$ cat config.mk
export PLATFORM = sky130hd
export DESIGN_NAME = sram_burst_reader
export DESIGN_NICKNAME = d
export VERILOG_FILES = /design/src/rtl/sram_burst_reader.sv
export SDC_FILE = /design/constraint.sdc
export NUM_CORES = 1
export LEC_CHECK = 0
export BUFFER_PORTS_ARGS = -buffer_cell sky130_fd_sc_hd__buf_2
export CAP_MARGIN = 20
export CORE_MARGIN = 2
export CORE_UTILIZATION = 42
export CTS_CLUSTER_DIAMETER = 150
export DETAILED_ROUTE_END_ITERATION = 7
export PLACE_DENSITY = 0.76
export SLEW_MARGIN = 0
export SYNTH_ARGS = -nofsm -noshare
export SYNTH_HDL_FRONTEND = slang
export SYNTH_SLANG_ARGS = --single-unit
export TNS_END_PERCENT = 1
$ cat constraint.sdc
create_clock -name clk -period 3.8 [get_ports clk]
set_input_delay 0.19 -clock clk [delete_from_list [all_inputs] [get_ports clk]]
set_output_delay 0.19 -clock clk [all_outputs]
set_load 0.1 [all_outputs]
$ cat src/rtl/sram_burst_reader.sv
// Burst read sequencer for a 1-cycle-latency SRAM bank, returning words on a
// valid/ready stream through a 2-entry skid buffer.
module sram_burst_reader #(
  parameter int WIDTH      = 64,
  parameter int ADDR_WIDTH = 10,
  parameter int LEN_WIDTH  = 11
) (
  input  logic                  clk,
  input  logic                  rst,
  input  logic                  start,
  input  logic [ADDR_WIDTH-1:0] base_addr,
  input  logic [LEN_WIDTH-1:0]  length,
  output logic                  busy,
  output logic                  done,
  output logic                  sram_enable,
  output logic                  sram_write_en,
  output logic [ADDR_WIDTH-1:0] sram_addr,
  input  logic [WIDTH-1:0]      sram_rdata,
  output logic                  m_valid,
  input  logic                  m_ready,
  output logic [WIDTH-1:0]      m_data,
  output logic                  m_last
);

  typedef enum logic [1:0] {IDLE, ISSUE, DRAIN} state_t;

  state_t                state;
  logic [ADDR_WIDTH-1:0] addr_ptr;
  logic [ADDR_WIDTH-1:0] addr_hold;
  logic [LEN_WIDTH-1:0]  issue_rem;
  logic [LEN_WIDTH-1:0]  beat_rem;
  logic [1:0]            cnt;
  logic                  inflight;
  logic [WIDTH-1:0]      buf0;
  logic [WIDTH-1:0]      buf1;
  logic [1:0]            occ;
  logic                  pop;
  logic                  issue;

  assign occ           = cnt + {1'b0, inflight};
  assign m_valid       = (cnt != 2'd0);
  assign pop           = m_valid & m_ready;
  assign m_data        = buf0;
  assign m_last        = m_valid && (beat_rem == LEN_WIDTH'(1));
  assign busy          = (state != IDLE);
  assign sram_write_en = 1'b0;

  // A read may only go out if its data is guaranteed a buffer slot on arrival.
  always_comb begin
    issue = 1'b0;
    if (state == ISSUE)
      issue = (occ < 2'd2) || ((occ == 2'd2) && pop);
  end

  assign sram_enable = issue;
  assign sram_addr   = issue ? addr_ptr : addr_hold;

  always_ff @(posedge clk) begin
    if (rst) begin
      state     <= IDLE;
      addr_ptr  <= '0;
      addr_hold <= '0;
      issue_rem <= '0;
      beat_rem  <= '0;
      cnt       <= '0;
      inflight  <= 1'b0;
      buf0      <= '0;
      buf1      <= '0;
      done      <= 1'b0;
    end else begin
      done     <= 1'b0;
      inflight <= issue;

      if (issue) begin
        addr_hold <= addr_ptr;
        addr_ptr  <= addr_ptr + ADDR_WIDTH'(1);
        issue_rem <= issue_rem - LEN_WIDTH'(1);
      end

      if (pop)
        beat_rem <= beat_rem - LEN_WIDTH'(1);

      // buf0 is always the head; returning data lands in the first free slot.
      case ({inflight, pop})
        2'b10: begin
          if (cnt == 2'd0) buf0 <= sram_rdata;
          else             buf1 <= sram_rdata;
          cnt <= cnt + 2'd1;
        end
        2'b01: begin
          buf0 <= buf1;
          cnt  <= cnt - 2'd1;
        end
        2'b11: begin
          if (cnt == 2'd1) begin
            buf0 <= sram_rdata;
          end else begin
            buf0 <= buf1;
            buf1 <= sram_rdata;
          end
        end
        default: ;
      endcase

      case (state)
        IDLE: begin
          if (start) begin
            if (length != '0) begin
              state     <= ISSUE;
              addr_ptr  <= base_addr;
              issue_rem <= length;
              beat_rem  <= length;
            end else begin
              done <= 1'b1;
            end
          end
        end
        ISSUE: begin
          if (issue && (issue_rem == LEN_WIDTH'(1)))
            state <= DRAIN;
        end
        DRAIN: begin
          if (pop && m_last) begin
            state <= IDLE;
            done  <= 1'b1;
          end
        end
        default: state <= IDLE;
      endcase
    end
  end

endmodule

==> impl_metrics.toml, run 1 <==
[job]
max-cap-violations = 0

[clocking]
cts_tree = "done"
clock_latency_ns = 0.43
htreeDepth = 4
root_buffer = "clkbuf_16"
cts_sinks = 176
clkTransAtPathRegs_ns = 0.07
clockBufferDepth = 2
cts_buffers = 17
cts.repair.resized = 0

[setup_path]
cp.required_ns = 4.14
start_kind = "register"
crit_path_end_kind = "register"
critPathMaxFanout = 30
cp.arrival_ns = 3.44
critPathKind = "register to register"

[routing]
drtPass1Iterations = 5
dr_total_vias = 6764
wl_per_cell_um = 15.58
drc = 0
wl_um = 19560
drtIter0Drc = 310
ant_nets = 0
avgViaCountPerCell = 5.385

[layout]
drive_gt1_frac = 0.2376
final_cell_area_um2 = 9433
nFillCells = 1575
areaGrowthSynthToFinish_pct = 25.50
most-common-layout-cells = "176 x dfxtp_1, 166 x buf_2, 138 x nand2_1"
diodes = 0
fin_nets = 1118
layout_commonest_cell = "dfxtp_1"

[synth]
ys_seq_elements = 176
syn-instance-count = 861
synthArstFlopShare = 0
postSynthAreaPerCell_um2 = 8.729
synth_ff_type = "dfxtp_1"
seq_area_frac_synth = 0.4688
synth_enable_flop_cells = 0
yosysWarnings = 0
synthDistinctLibCells = 57
synth_fp_nets = 961
syn_area_um2 = 7516

[power_and_ir_drop]
power.share.sequential = 0.298
p_leak_nw = 3.711
p_sw_frac = 0.5117
power_mw = 8.326
comb_power_share = 0.495
p_switching_mw = 4.261
clkPwrFrac = 0.207
ir_drop_uv = 588.3
p_int_mw = 4.066
p_per_area_nw_per_um2 = 882.7

[timing]
worst_slack_ns = 0.7061
hold_viol = 0
slew_violations = 0
timing.slew.headroom = 0.2672
whs_ns = 0.01043
setup_violations = 0
worst_pin_slew_ns = 1.095
rsz0062_at_grt = "no"
clock.fmax_mhz = 323.2
fin_setup_tns_ns = 0
skew_ns = 0.01418
period_minus_slack_ns = 3.094
finalCritPeriodShare = 0.8142

[die]
fp.dieH_um = 137.8
rows = 48
core_area_um2 = 17420
die_w_um = 137.8
ios = 169
dieArea_um2 = 18980
start_util = 0.4315

[placement]
place_congestion = 0.8046
dp_slack_ns = 0.7234
dpl-instance-area_um2 = 8509
portBuffers = 167
dp_hpwl_um = 12080

[global_route]
globalRouteTotalUtil = 0.2064
first_global_vias = 6367
grt_max_degree = 93
antenna_found_initial = 2
grt-ovfl-total = 0
grt_pass1_wl_um = 31080

[hold_path]
holdCritPathClass = "input pin to register"

[outcome]
status = "complete, no violations"
==> power groups by stage <==
stage	registers (mW)	logic, mW	clock network (mW)
final	2.48	4.12	1.72
after global routing	2.52	4.36	1.84
after CTS	2.47	4.12	1.75
after detailed placement	2.51	4.09	0
after global placement	2.50	4.05	0
after floorplan	4.36	1.48	0
==> registers in the layout, summed over array words and instances, names as in the netlist <==
register   count
buf1          64
state          2
issue_rem     11
addr_ptr      10
inflight       1
beat_rem      11
m_data        64
addr_hold     10
cnt            2
done           1
==> worst max-delay path, stage by stage (launching register included) <==
cell and delay, ns:
dfxtp_1 0.41, inv_1 0.07, ha_1 0.30, nand2b_1 0.25, inv_1 0.20, ha_1 0.39, mux2i_4 0.75, buf_12 0.27
a22oi_1 0.13, a211oi_1 0.24
==> per-stage QoR <==
| stage | util | instances |
|---|---|---|
| finish | 0.5416 | 1256 |
| global route | 0.5416 | 1256 |
| CTS | 0.5402 | 1254 |
| detailed placement | 0.4886 | 1190 |
| global placement | 0.4886 | 1190 |
| floorplan | - | 861 |
==> synthesized netlist by cell type (6+ instances only) <==
cell | count | area (um^2)
nor2_1 | 86 | 322.8
a21oi_1 | 79 | 395.4
xnor2_1 | 13 | 113.9
a22oi_1 | 65 | 488.0
a211oi_2 | 9 | 112.6
o21ai_0 | 6 | 30.03
nand2_1 | 138 | 518.0
or3_1 | 6 | 37.54
or4_1 | 6 | 45.04
nor2b_1 | 12 | 75.07
o21bai_1 | 6 | 45.04
buf_1 | 7 | 26.28
inv_1 | 15 | 56.30
dfxtp_1 | 176 | 3523
xor2_1 | 11 | 96.34
mux2_2 | 11 | 123.9
ha_1 | 11 | 137.6
clkbuf_1 | 54 | 202.7
a211oi_1 | 73 | 548.0
==> path summary, 6_finish.rpt <==
check | startpoint | end | slack (ns) | depth (start not counted)
worst min register to register | buf1[60] | buf1[60] | 0.45 | 2
worst max-delay path | cnt[0] | m_data[61] | 0.71 | 9
worst max register to register | cnt[0] | m_data[61] | 0.71 | 9
worst min-delay path | sram_rdata[16] | buf1[16] | 0.01 | 3
==> routing by layer <==
metal | wire [um] | share of wire | vias up | global-route usage
met4 | 363 | 0.019 | 4 | 0.05952
met5 | 22 | 0.0011 | - | 0
met2 | 9819 | 0.50 | 196 | 0.3637
met3 | 1207 | 0.062 | 34 | 0.05776
li1 | - | - | 3383 | -
met1 | 8150 | 0.42 | 3147 | 0.2446
==> final cells by class <==
type | instances | area, um^2 | share of cell area
Tap cell | 225 | 281.5 | 0.02984
Clock inverter | 12 | 121.4 | 0.01287
Inverter | 15 | 56.30 | 0.005969
Clock buffer | 20 | 456.7 | 0.04841
Multi-Input combinational cell | 599 | 3675 | 0.3896
Timing Repair Buffer | 209 | 1319 | 0.1398
Sequential cell | 176 | 3523 | 0.3735
==> logic make-up after synthesis <==
group / share of synthesized area
AND/OR/NAND/NOR: 0.1708
AO/OA/AOI/OAI: 0.2467
flip-flops: 0.4688
buffers and inverters: 0.04778
XOR/XNOR: 0.02797
multiplexers: 0.01914
adder cells (fa/ha/maj): 0.01831
other: 0.0004989
==> what timing repair did <==
action                                 4_1_cts  5_1_grt
buffers inserted                             0        0
hold buffers                                32        1
endpoints found under the hold margin       32        1
Power figures use the tool's default switching activity.
==> inputs of run 2 (changes only) <==
==> constraint.sdc (replaced) <==
create_clock -name clk -period 2.95 [get_ports clk]
set_input_delay 0.1475 -clock clk [delete_from_list [all_inputs] [get_ports clk]]
set_output_delay 0.1475 -clock clk [all_outputs]
set_load 0.1 [all_outputs]
==> run 2 against run 1 <==
Clock-buffer cell count grew 1; sequential cell count is the same; first-iteration DRC count grew 8.1%; sequential power grew 29%; non-clock buffer count grew 32; wire length grew 1.7%; final area grew 3.7%; die area is the same; total power grew 29%; global-route usage is essentially flat; combinational power grew 30%; largest cell class unchanged.
==> impl_metrics.toml, run 2 (synthesis gave the netlist of run 1 again) <==
[setup_path]
slowest_delay_ns = 0.56
cp.arrival_ns = 2.59
critPathMaxFanout = 22
ff2ff_path_depth = 10
crit_path_end_kind = "output port"
path_buf_inv = 2
start_kind = "register"
rr_endpoint = "buf1[10]"
critPathKind = "register to output port"
crit_chain = "inv_1 -> ha_1 -> nor3b_2 -> o21ai_4 -> mux2_2 -> buf_2"
cp.required_ns = 2.80
critPathTopFamily = "compound AO/OA/AOI/OAI gates"
ff2ff_setup_slack_ns = 0.28
critical_path.slowest_cell = "o21ai_4"
timing.rr.start = "cnt[1]"

[global_route]
antenna_found_initial = 0
met2_usage = 0.3673
grt_pass1_wl_um = 31060
grt-ovfl-total = 0
gr-max-usage-layer = "met2"
first_global_vias = 6361
use_met1 = 0.2412
globalRouteTotalUtil = 0.2065
grt_use_met3 = 0.05556
grt_max_degree = 129

[die]
ios = 169
die_w_um = 137.8
start_util = 0.4315
core_area_um2 = 17420
dieArea_um2 = 18980
rows = 48
fp.dieH_um = 137.8

[job]
max-cap-violations = 0

[placement]
dpl.cell_count = 1192
dp_hpwl_um = 11620
dpl-instance-area_um2 = 8552
portBuffers = 167
dp_slack_ns = 0.2358
place_congestion = 0.8193

[power_and_ir_drop]
power_mw = 10.77
p_per_area_nw_per_um2 = 1101
p_leak_nw = 3.840
ir_drop_uv = 953.4

[clocking]
clkTransAtPathRegs_ns = 0.06
postCtsSetupRepairBufs = 0
cts_tree = "done"
clock_latency_ns = 0.43
cts_sinks = 176
root_buffer = "clkbuf_16"
clockBufferDepth = 2
cts_buffers = 17
htreeDepth = 4

[routing]
dr_total_vias = 6875
avgViaCountPerCell = 5.342
wl_per_cell_um = 15.47
drtPass1Iterations = 6
drtIter0Drc = 335
ant_nets = 0
wl_um = 19910
drc = 0

[layout]
instances_no_fill = 1287
most-common-layout-cells = "176 x dfxtp_1, 165 x buf_2, 138 x nand2_1"
fin_nets = 1150
layout_commonest_cell = "dfxtp_1"
drive_gt1_frac = 0.2298
fin_util = 0.5616
diodes = 0
final_cell_area_um2 = 9782
nFillCells = 1483
areaGrowthSynthToFinish_pct = 30.15

[hold_path]
whs_path_depth = 3
holdCritPathClass = "input pin to register"
hold_start = "base_addr[9]"
holdPathEnd = "addr_ptr[9]"

[timing]
finalCritPeriodShare = 0.9273
rsz0062_at_grt = "no"
skew_ns = 0.01707
hold_viol = 0
timing.slew.headroom = 0.4826
clock.fmax_mhz = 365.6
worst_pin_slew_ns = 0.7760
setup_violations = 0
whs_ns = 0.04118
worst_slack_ns = 0.2145
slew_violations = 0
fin_setup_tns_ns = 0
period_minus_slack_ns = 2.735

[outcome]
status = "complete, no violations"
-- run 2: how the worst max path moves through the flow --
stage,cells past startpoint,endpoint,start,slack [ns]
6_report,6,sram_addr[7],cnt[1],0.21
4_1_cts,6,sram_addr[7],cnt[1],0.14
3_3_place_gp,9,m_data[6],cnt[0],0.35
2_1_floorplan,10,m_data[61],cnt[1],0.37
3_5_place_dp,9,m_data[56],cnt[1],0.24
5_1_grt,6,sram_addr[7],cnt[1],0.06
-- run 2: where the power goes --
part / internal (mW) / leakage, nW / switching (mW) / total (mW)
clock network: 1.28 / 0.272 / 0.955 / 2.24
logic: 1.14 / 2.13 / 4.20 / 5.34
registers: 2.89 / 1.44 / 0.298 / 3.19
total: 5.32 / 3.84 / 5.46 / 10.8
-- run 2: final cells by class --
type                       count  area (um^2)  area share
multi-input combinational    599         3685      0.3767
sequential                   176         3523      0.3602
timing repair buffer         241         1657      0.1694
clock buffer                  21        450.4     0.04605
tap                          225        281.5     0.02878
clock inverter                10        128.9     0.01317
inverter                      15        56.30    0.005756
-- run 2: timing repair --
| action | CTS | global route |
|---|---|---|
| hold buffers | 64 | 0 |
| endpoints found under the setup margin | 10 | 1 |
| resized for setup | 1 | 1 |
| cloned | 0 | 0 |
| hold endpoints to repair | 64 | 0 |
-- run 2: tightest hold or removal path: stages --
cell and delay, ns:
buf_2 0.10, nor2_1 0.10, a311oi_1 0.06
-- run 2: per-layer routing --
metal	share of wire	vias to the layer above	wire length, um
li1	-	3447	-
met1	0.41	3194	8250
met2	0.51	207	10150
met3	0.061	27	1219
met4	0.014	0	284
met5	0	-	0
